File: src/rtl/spike_rate_decoder.sv
// Rate decoder for the output neuron: counts spikes over a fixed window, records the first-spike
// latency and thresholds the count into a single result bit offered over valid/ready.
module spike_rate_decoder #(
  parameter int unsigned WINDOW_CYCLES      = 64,
  parameter int unsigned COUNT_WIDTH        = 8,
  parameter int unsigned LAT_WIDTH          = 8,
  parameter int unsigned DECISION_THRESHOLD = 2
) (
  input  logic                   clk,
  input  logic                   rst,
  input  logic                   start,
  input  logic                   spike_in,
  output logic                   busy,
  output logic                   result_valid,
  input  logic                   result_ready,
  output logic                   result_bit,
  output logic [COUNT_WIDTH-1:0] spike_count,
  output logic [LAT_WIDTH-1:0]   first_spike_lat
);

  typedef enum logic [1:0] {
    StIdle,
    StCount,
    StHold
  } state_e;

  localparam logic [LAT_WIDTH-1:0]   WinLen   = LAT_WIDTH'(WINDOW_CYCLES);
  localparam logic [LAT_WIDTH-1:0]   LastIdx  = LAT_WIDTH'(WINDOW_CYCLES - 1);
  localparam logic [COUNT_WIDTH-1:0] CountMax = '1;

  state_e                 state_q, state_d;
  logic [LAT_WIDTH-1:0]   idx_q, idx_d;
  logic [LAT_WIDTH-1:0]   lat_q, lat_d;
  logic [COUNT_WIDTH-1:0] count_q, count_d;
  logic                   result_bit_q, result_bit_d;
  logic [COUNT_WIDTH-1:0] count_sat;

  always_comb begin
    count_sat = (count_q == CountMax) ? count_q : count_q + COUNT_WIDTH'(1);
  end

  always_comb begin
    state_d      = state_q;
    idx_d        = idx_q;
    lat_d        = lat_q;
    count_d      = count_q;
    result_bit_d = result_bit_q;

    unique case (state_q)
      StIdle: begin
        if (start) begin
          state_d = StCount;
          idx_d   = '0;
          count_d = '0;
          lat_d   = WinLen;
        end
      end
      StCount: begin
        if (spike_in) begin
          count_d = count_sat;
          // lat still at WinLen means no spike yet; a live index never reaches WinLen
          if (lat_q == WinLen) begin
            lat_d = idx_q;
          end
        end
        idx_d = idx_q + LAT_WIDTH'(1);
        if (idx_q == LastIdx) begin
          state_d      = StHold;
          result_bit_d = (32'(count_d) >= DECISION_THRESHOLD);
        end
      end
      StHold: begin
        if (result_ready) begin
          state_d = StIdle;
        end
      end
      default: begin
        state_d = StIdle;
      end
    endcase
  end

  always_ff @(posedge clk) begin
    if (rst) begin
      state_q      <= StIdle;
      idx_q        <= '0;
      lat_q        <= '0;
      count_q      <= '0;
      result_bit_q <= 1'b0;
    end else begin
      state_q      <= state_d;
      idx_q        <= idx_d;
      lat_q        <= lat_d;
      count_q      <= count_d;
      result_bit_q <= result_bit_d;
    end
  end

  assign busy            = (state_q != StIdle);
  assign result_valid    = (state_q == StHold);
  assign result_bit      = result_bit_q;
  assign spike_count     = count_q;
  assign first_spike_lat = lat_q;

endmodule

File: config.mk
export PLATFORM = sky130hd
export DESIGN_NAME = spike_rate_decoder
export DESIGN_NICKNAME = d
export VERILOG_FILES = /design/src/rtl/spike_rate_decoder.sv
export SDC_FILE = /design/constraint.sdc
export NUM_CORES = 1
export LEC_CHECK = 0
export ABC_AREA = 1
export CELL_PAD_IN_SITES_DETAIL_PLACEMENT = 0
export CELL_PAD_IN_SITES_GLOBAL_PLACEMENT = 2
export CORE_MARGIN = 2
export CORE_UTILIZATION = 28
export DETAILED_ROUTE_END_ITERATION = 8
export GPL_ROUTABILITY_DRIVEN = 0
export GPL_TIMING_DRIVEN = 0
export PLACE_DENSITY = 0.84
export SLEW_MARGIN = 25
export SYNTH_ARGS = -nofsm -noshare
export SYNTH_HDL_FRONTEND = slang
export SYNTH_SLANG_ARGS = --single-unit
File: constraint.sdc
create_clock -name clk -period 2 [get_ports clk]
set_input_delay 0.2 -clock clk [delete_from_list [all_inputs] [get_ports clk]]
set_output_delay 0.2 -clock clk [all_outputs]
set_load 0.02 [all_outputs]
Word level (Yosys, flattened, before mapping). Index checks and enable logic that the tools add are counted.

Flip-flop bits (word level): 27. Output and inout bits: 19.

Reduce and logical (&&, ||, !) cells: 7. Add/sub/neg operators: 2. Multiplexer cells: 14. Order comparisons: 1. Eq/ne operators: 10.

Operators with widths (count): 8-bit two-way mux (7); 8-bit one-hot mux with 2 select lines (3); 8-bit by 1-bit adder with 8-bit output (second input constant) (2); 8-bit by 6-bit == test with 1-bit output (second input constant) (1); 8-bit by 7-bit == test with 1-bit output (second input constant) (1); 8-bit == test (second input constant) (1); 8-bit by 2-bit >= comparator with 1-bit output (second input constant) (1); 2-bit != test (second input constant) (4); 2-bit two-way mux (3); 2-bit one-hot mux with 3 select lines (1); 2-bit AND reduction (2); 4-bit AND reduction (1); 2-bit nonzero test (2); 3-bit AND reduction (1); 2-bit by 1-bit == test with 1-bit output (second input constant) (1); 2-bit == test (second input constant) (1); 2-bit logical NOT (1); 2-bit by 1-bit != test with 1-bit output (second input constant) (1).

Depth between registers and ports, before layout. Gate-level depths: netlist of run 1.

Depth after elaboration: 5. Gate-level depth with buffers: 12.

Worst setup path before layout of run 1. Ideal clock, no wire load.

Kind: flip-flop to flip-flop. Start: register count_q[0], in the netlist spike_count[0]. End: register result_bit_q, in the netlist result_bit. Library setup time: 117 ps. Arrival time: 1432 ps. Setup slack: 451 ps. Stages on the path, launching flop included: 12. Cell sequence: dfxtp_1 -> ha_1 -> nand2_1 -> nor2_1 -> nand2_1 -> buf_6 -> nand3_1 -> nand2_1 -> nor2_1 -> nand2_1 -> nor2_1 -> nor2_1.

Longest elaborated chain between the ends: 5. Elaborated cells on any way between the ends: 6.

RTL lines: from (decl) (line 34) `logic [COUNT_WIDTH-1:0] count_q, count_d;`; from (signal assigned) (line 94) `count_q <= count_d;`; 8-bit by 1-bit adder with 8-bit output or 8-bit == test (tied branches) (line 39) `count_sat = (count_q == CountMax) ? count_q : count_q + COUNT_WIDTH'(1);`; 8-bit two-way mux (line 39); 8-bit two-way mux * (line 59) `if (spike_in) begin`; 8-bit two-way mux * (line 49) `unique case (state_q)`; 8-bit by 2-bit >= comparator with 1-bit output * (line 69) `result_bit_d = (32'(count_d) >= DECISION_THRESHOLD);`; to (signal assigned) (line 95) `result_bit_q <= result_bit_d;`; to (decl) (line 35) `logic result_bit_q, result_bit_d;`.

Every way passes the cells marked *; elsewhere a longest branch is shown, timed or not. The select of a mux whose other input is x is not followed. A chain may end at the register's enable or synchronous reset.

Final worst setup path of run 1.
Start: register state_q[1]. End: output port result_valid.

Longest elaborated chain between the ends: 1.

RTL lines: from (decl) (line 31) `state_e state_q, state_d;`; from (signal assigned) (line 85) `state_q <= StIdle;`; from (signal assigned) (line 91) `state_q <= state_d;`; 2-bit == test (line 100) `assign result_valid = (state_q == StHold);`; to (decl) (line 14) `output logic result_valid,`.

Every way passes these cells.

==> results of run 1 <==
==> cell type report <==
cell class | instances | area share, %
Sequential cell | 27 | 29.63
Clock inverter | 1 | 0.4115
Timing Repair Buffer | 23 | 12.62
Buffer | 6 | 1.852
Multi-Input combinational cell | 163 | 44.31
Clock buffer | 3 | 2.263
Inverter | 20 | 4.115
Tap cell | 70 | 4.801
==> critical path: stages, from the launching register on <==
cell	delay (ns)
dfxtp_1	0.43
inv_1	0.09
nor2_1	0.10
clkdlybuf4s50_1	0.61
==> sequential cells by signal (all words and copies together) (netlist names) <==
| name | cells |
|---|---|
| first_spike_lat | 8 |
| idx_q | 8 |
| result_bit | 1 |
| spike_count | 8 |
| state_q | 2 |
==> cell usage in the layout (no fill, tap or decap), drive strengths merged, types with 2 or more instances in the layout <==
cell type	count
a21oi	26
nor3	4
clkbuf	5
clkdlybuf4s50	23
o21ai	11
dfxtp	27
nor2	21
nand4	8
nand3	16
inv	20
nand2	70
buf	4
ha	2
==> per-stage QoR <==
step / setup slack (ns) / utilization (%) / instance area (um^2) / hold WS [ns]
2_1_floorplan: 0.4514 / - / 1458 / 0.3477
3_3_place_gp: 0.1787 / 34.99 / 1775 / 0.4678
3_5_place_dp: 0.1662 / 34.99 / 1775 / 0.4675
4_1_cts: 0.2841 / 35.95 / 1824 / 0.4850
5_1_grt: 0.1917 / 35.95 / 1824 / 0.5155
6_report: 0.3007 / 35.95 / 1824 / 0.4811
==> report_power, final <==
group	total (mW)	switching, mW	internal (mW)	leakage (nW)
clock	0.329	0.188	0.142	0.0217
sequential	0.558	0.0112	0.547	0.218
combinational	0.136	0.0898	0.0465	0.402
==> path summary, 6_finish.rpt <==
check	from	endpoint
worst max-delay path	state_q[1]$_SDFFE_PP0P_	result_valid
worst min-delay path	first_spike_lat[3]$_SDFFE_PP0P_	first_spike_lat[3]$_SDFFE_PP0P_
worst max register to register	spike_count[0]$_SDFFE_PP0P_	result_bit$_SDFFE_PP0P_
worst min register to register	first_spike_lat[3]$_SDFFE_PP0P_	first_spike_lat[3]$_SDFFE_PP0P_
==> routing by layer <==
metal	up-vias	wire length, um	GRT usage (%)
li1	773	-	-
met1	641	1925	18.84
met2	18	1681	21.79
met3	2	82	1.422
met4	0	17	3.273
met5	-	0	0
==> logic make-up after synthesis <==
group                      Yosys count
AOI/OAI and AO/OA                   42
DFF                                 27
buffers and inverters               26
and+or+nand+nor                    119
adders and majority gates            2
==> summary.md, run 1 <==
| Metric | Value |
|---|---|
| Main combinational cell family by area after synthesis | `simple AND/OR/NAND/NOR gates` |
| PostCTS Resize Cnt | `0` |
| Routed WL per cell | `between 10 and 15 um` |
| Max_slew headroom | `62.28%` |
| Pin slew with the least headroom to its limit | `~0.57 ns` |
| Endpoint class of the critical path | `primary output` |
| # IOs | `24` |
| Post-Synth Adder-Cell Area | `1.717%` |
| Hold Buf Count CTS | `0` |
| Max Slew Vio Count | `0` |
| Pwr Total | `1.024 mW` |
| Minimum clock period | `about 1.7 ns` |
| Final Net Count | `approximately 250` |
| CTS tree | `yes` |
| Worst Path Required | `around 1.8 ns` |
| Peak supply drop | `approximately 0.00021 V` |
| CTS sink count | `27` |
| Multi-input combinational cell area | `808.3 um^2` |
| Synth Area in Simple Gates | `38.37%` |
| Gr usage total | `13.31%` |
| Mapped Nets | `roughly 220` |
| Starting Density | `28.72%` |
| Final period util | `a little over four fifths` |
| Most frequent cells after synthesis | `nand2_1 (66), dfxtp_1 (27), a21oi_1 (26), inv_1 (18), nor2_1 (17)` |
| Worst Hold Path Cells | `2` |
| Top-area cell type share of the netlist area | `37.08%` |
| Cell Pwr Density | `561.2 nW/um^2` |
| Worst Hold Class | `reg2reg` |
| Clk_skew | `0.006359 ns` |
| Pleak | `0.6425 nW` |
| # fillers | `594` |
| Core box area | `approximately 5100 um^2` |
| Outcome | `completed` |
| Number of synthesized flops with an enable pin | `0` |
| Ant. Diodes | `0` |
| Final setup TNS | `0 ns` |
| Placed instance count | `309` |
| Starting DRT DRC Count | `41` |
| Sequential cell area | `540.5 um^2` |
| Clk Latency, worst-skew pair | `0.28 ns` |
| Ys Warns | `0` |
| RSZ-0062 raised after global routing | `no` |
| Post-CTS Setup Repair Bufs | `0` |
| Root Buffer | `clkbuf_8` |
| Mapped cell area | `1458 um^2` |
| Vias post-DR | `1,434` |
| Complex-gate fraction of the synthesized area | `15.36%` |
| Crit start category | `flop` |
| Overflow after GRT | `0` |
| Worst reg-to-reg setup slack | `0.35 ns` |
| Synth top area cells | `dfxtp_1 (37%), nand2_1 (17%), a21oi_1 (8.9%)` |
| Die Area | `5799 um^2` |
| FP Rows | `26` |
| Max cap viols | `0` |
| Routed Antenna Nets | `0` |
| First-pass GRT wire length | `6.368 mm` |
| Layout cells sized above 1 | `under 10%` |
| Hold Fails Final Rpt | `0` |
| Clock Path Buffers | `2` |
| IO buf count | `23` |
| Sequential element share of the synthesized area | `37.08%` |
| FF+latch count, synth | `27` |
| Via density | `4.581` |
| Post-Synthesis Mean Instance Area | `slightly below 7 um^2` |
| Fmax | `0.5885 GHz` |
| Async SR Flop Fraction | `0%` |
| Residual DRC | `0` |
| Syn Inst Count | `216` |
| Multiplexer share of the synthesized area | `0%` |
| Final WL | `3.706 mm` |
| Syn-to-layout area delta | `25.15%` |
| Final setup viols | `0` |
| First drt pass iteration count | `4` |
| Post-DP HPWL | `2.800 mm` |
| Crit-path max FO | `4` |
| Netlist cell types | `26` |
| XOR/XNOR Fraction of Synth Area | `0%` |
| Reg2reg path depth | `10` |
| Worst EP arrival | `1.50 ns` |
| Crit Path Class | `reg2out` |
| DIE WIDTH | `76.15 um` |
| Layout Cells excl Fill | `~310` |
| Count leader, synth | `nand2_1` |
| Die Span Y | `76.15 um` |
| Vias in the first global route | `1,330` |
| H-tree lvl count | `1` |
| Initial antenna violation count | `0` |
| TritonCTS buffer count | `3` |
| Ys flop type | `dfxtp_1` |
| Clock-pin transition on the worst setup and hold timing paths | `0.10 ns` |
| Largest net degree at the start of global routing | `17` |
| Post-synth top area cell | `dfxtp_1` |
Note: power is estimated with default switching activity, not from simulation.
==> run 2, diff against run 1 <==
- clock period: 2 -> 1.6 ns (I/O delays scaled with it)
==> run 2 against run 1 <==
  * Utilization rose by 1.2 points
  * Critical endpoint is now spike_count[3]
  * Critical path type unchanged
  * Sequential share of layout area down 0.28 points
  * Combinational power grew 28%
  * Global-route usage unchanged
  * Clock skew decreased by 0.0015 ns
  * Final area is 3.3% higher
  * Power grew 25%
==> summary.md, run 2 (synthesis gave the netlist of run 1 again) <==
| Metric | Value |
|---|---|
| Dpl ws | `-0.1938 ns (-0.3600 ns)` |
| CTS sink count | `27 (unchanged)` |
| Final period util | `95.67%` |
| Largest stage delay on the critical path | `0.64 ns (+0.03 ns)` |
| Residual DRC | `0 (unchanged)` |
| Seq pwr share | `54.4% (about the same)` |
| First-pass GRT wire length | `6.368 mm (unchanged)` |
| Final WS setup | `0.06933 ns (-0.2314 ns)` |
| Syn-to-layout area delta | `29.27%` |
| Hold WS | `0.3514 ns (-0.1296 ns)` |
| Core box area | `5075 um^2 (unchanged)` |
| Power share of the clock group | `32.0% (-0.2 points)` |
| Clk Latency, worst-skew pair | `0.28 ns (about the same)` |
| Max_slew headroom | `62.03% (-0.26 points)` |
| Fmax | `0.6533 GHz` |
| # IOs | `24 (unchanged)` |
| Max Slew Vio Count | `0 (unchanged)` |
| Most frequent cells in the layout | `nand2_1 (66), a21oi_1 (26), dfxtp_1 (23)` |
| Pin slew with the least headroom to its limit | `0.5696 ns (+0.003856 ns)` |
| CP Cell Sequence | `clkdlybuf4s50_1` |
| Root Buffer | `clkbuf_8` |
| Buf+Inv Stages, Crit Path | `1 (-1)` |
| Max cap viols | `0 (unchanged)` |
| Sw Pwr | `360.0 uW (+25%)` |
| Final WL | `3.772 mm (+1.8%)` |
| Internal | `918.4 uW (+25%)` |
| Outcome | `completed` |
| Final Net Count | `255 (+1.6%)` |
| Comb power frac | `13.6% (+0.3 points)` |
| Cell Pwr Density | `678.4 nW/um^2 (+21%)` |
| Minimum clock period | `1.531 ns` |
| Hold Fails Final Rpt | `0 (unchanged)` |
| Layout cells sized above 1 | `12.55% (+3.9 points)` |
| Pleak | `0.6974 nW (+8.5%)` |
| Crit Path Class | `reg2out` |
| # fillers | `591 (-0.51%)` |
| Overflow after GRT | `0 (unchanged)` |
| Starting Density | `28.72% (unchanged)` |
| Worst Hold Class | `in2reg` |
| Pwr Total | `1.278 mW (+25%)` |
| Endpoint class of the critical path | `primary output` |
| Clock-pin transition on the worst setup and hold timing paths | `0.10 ns (about the same)` |
| Clock Path Buffers | `2 (unchanged)` |
| CTS tree | `yes` |
| Vias post-DR | `1,452 (+1.3%)` |
| H-tree lvl count | `1 (unchanged)` |
| Final Core Density | `37.13% (+1.2 points)` |
| Multi-input combinational cell area | `823.3 um^2 (+1.9%)` |
| Crit-path max FO | `7 (+3)` |
| Initial antenna violation count | `0 (unchanged)` |
| Worst Path Required | `1.44 ns (-0.36 ns)` |
| Peak supply drop | `0.0002660 V (+24%)` |
| TritonCTS buffer count | `3 (unchanged)` |
| Slowest-stage cell, CP | `clkdlybuf4s50_1` |
| Ant. Diodes | `0 (unchanged)` |
| Worst EP arrival | `1.37 ns (-0.13 ns)` |
| Die Area | `5799 um^2 (unchanged)` |
| CP delay by family, top | `buffers and inverters` |
| Vias in the first global route | `1,330 (unchanged)` |
| Starting DRT DRC Count | `54 (+32%)` |
| Crit start category | `flop` |
| Commonest non-fill, non-tap cell in the layout | `nand2_1` |
| First drt pass iteration count | `4 (unchanged)` |
| Sw Share | `28.16% (-0.044 points)` |
| DIE WIDTH | `76.15 um (unchanged)` |
| Hold Buf Count CTS | `0 (unchanged)` |
| Final setup viols | `0 (unchanged)` |
| Largest net degree at the start of global routing | `17 (unchanged)` |
| IO buf count | `23 (unchanged)` |
| Routed Antenna Nets | `0 (unchanged)` |
| Die Span Y | `76.15 um (unchanged)` |
| Routed WL per cell | `11.90 um (+0.50%)` |
| Via density | `4.580 (about the same)` |
| Gr usage total | `13.31% (unchanged)` |
| Clk_skew | `0.004826 ns (-0.001533 ns)` |
| FP Rows | `26 (unchanged)` |
| Post-DP HPWL | `2.800 mm (unchanged)` |
| Sequential cell area | `553.0 um^2 (+2.3%)` |
| RSZ-0062 raised after global routing | `no` |
==> run 2: cell type report <==
cell class / instances / share of cell area [%]
plain buffers: 6 / 1.793
repair buffers: 27 / 13.94
clock inverters: 1 / 0.3984
flip-flops and latches: 27 / 29.35
inverters: 20 / 3.984
clock buffers: 3 / 2.191
well taps: 70 / 4.648
multi-input cells: 163 / 43.69
==> run 2: repair_timing <==
item / in CTS / in global routing
hold endpoints to repair: 0 / 0
buffers inserted: 0 / 4
resized for setup: 6 / 8
pin swaps: 0 / 3
endpoints found under the setup margin: 3 / 2
==> run 2: final timing paths <==
path / startpoint / to / slack (ns) / depth (start not counted)
worst max-delay path: spike_count[3]$_SDFFE_PP0P_ / spike_count[3] / 0.07 / 1
worst min-delay path: spike_in / spike_count[0]$_SDFFE_PP0P_ / 0.35 / 3
worst max register to register: idx_q[0]$_SDFFE_PP0P_ / result_bit$_SDFFE_PP0P_ / 0.12 / 8
worst min register to register: idx_q[0]$_SDFFE_PP0P_ / idx_q[0]$_SDFFE_PP0P_ / 0.47 / 1
==> run 2: through the flow <==
step / instance area (um^2) / instances / TNS (ns)
floorplan: 1458 / 216 / 0
global placement: 1775 / 309 / -1.480
detailed placement: 1775 / 309 / -1.779
CTS: 1829 / 313 / 0
global route: 1884 / 317 / 0
finish: 1884 / 317 / 0
==> run 2: power by group through the flow <==
stage                     clock network, mW  logic (mW)  registers [mW]
final                                 0.409       0.174           0.695
after floorplan                           0       0.104           0.715
after CTS                             0.430       0.171           0.698
after global placement                    0       0.173           0.713
after global routing                  0.459       0.195           0.699
after detailed placement                  0       0.173           0.713
==> run 2: worst reg2reg max path, cell delays in order (launching register included) <==
cell     delay, ns
dfxtp_4       0.38
ha_1          0.16
nand2_1       0.11
nor2_1        0.14
nand4_1       0.18
nor2_4        0.18
nand3_2       0.07
nor2_1        0.10
nor2_1        0.05
==> run 2: routing by layer <==
metal  vias up  wire length [um]  track usage [%]
met5         -                 0                0
met4         0                17            3.273
met3         2                87            1.422
met2        23              1735            21.79
met1       651              1931            18.84
li1        776                 -                -
==> run 3, diff against run 2 <==
- GPL_ROUTABILITY_DRIVEN: 0 -> default
==> results of run 3 <==
Final layout, timing and power as in run 2 (identical DEF).
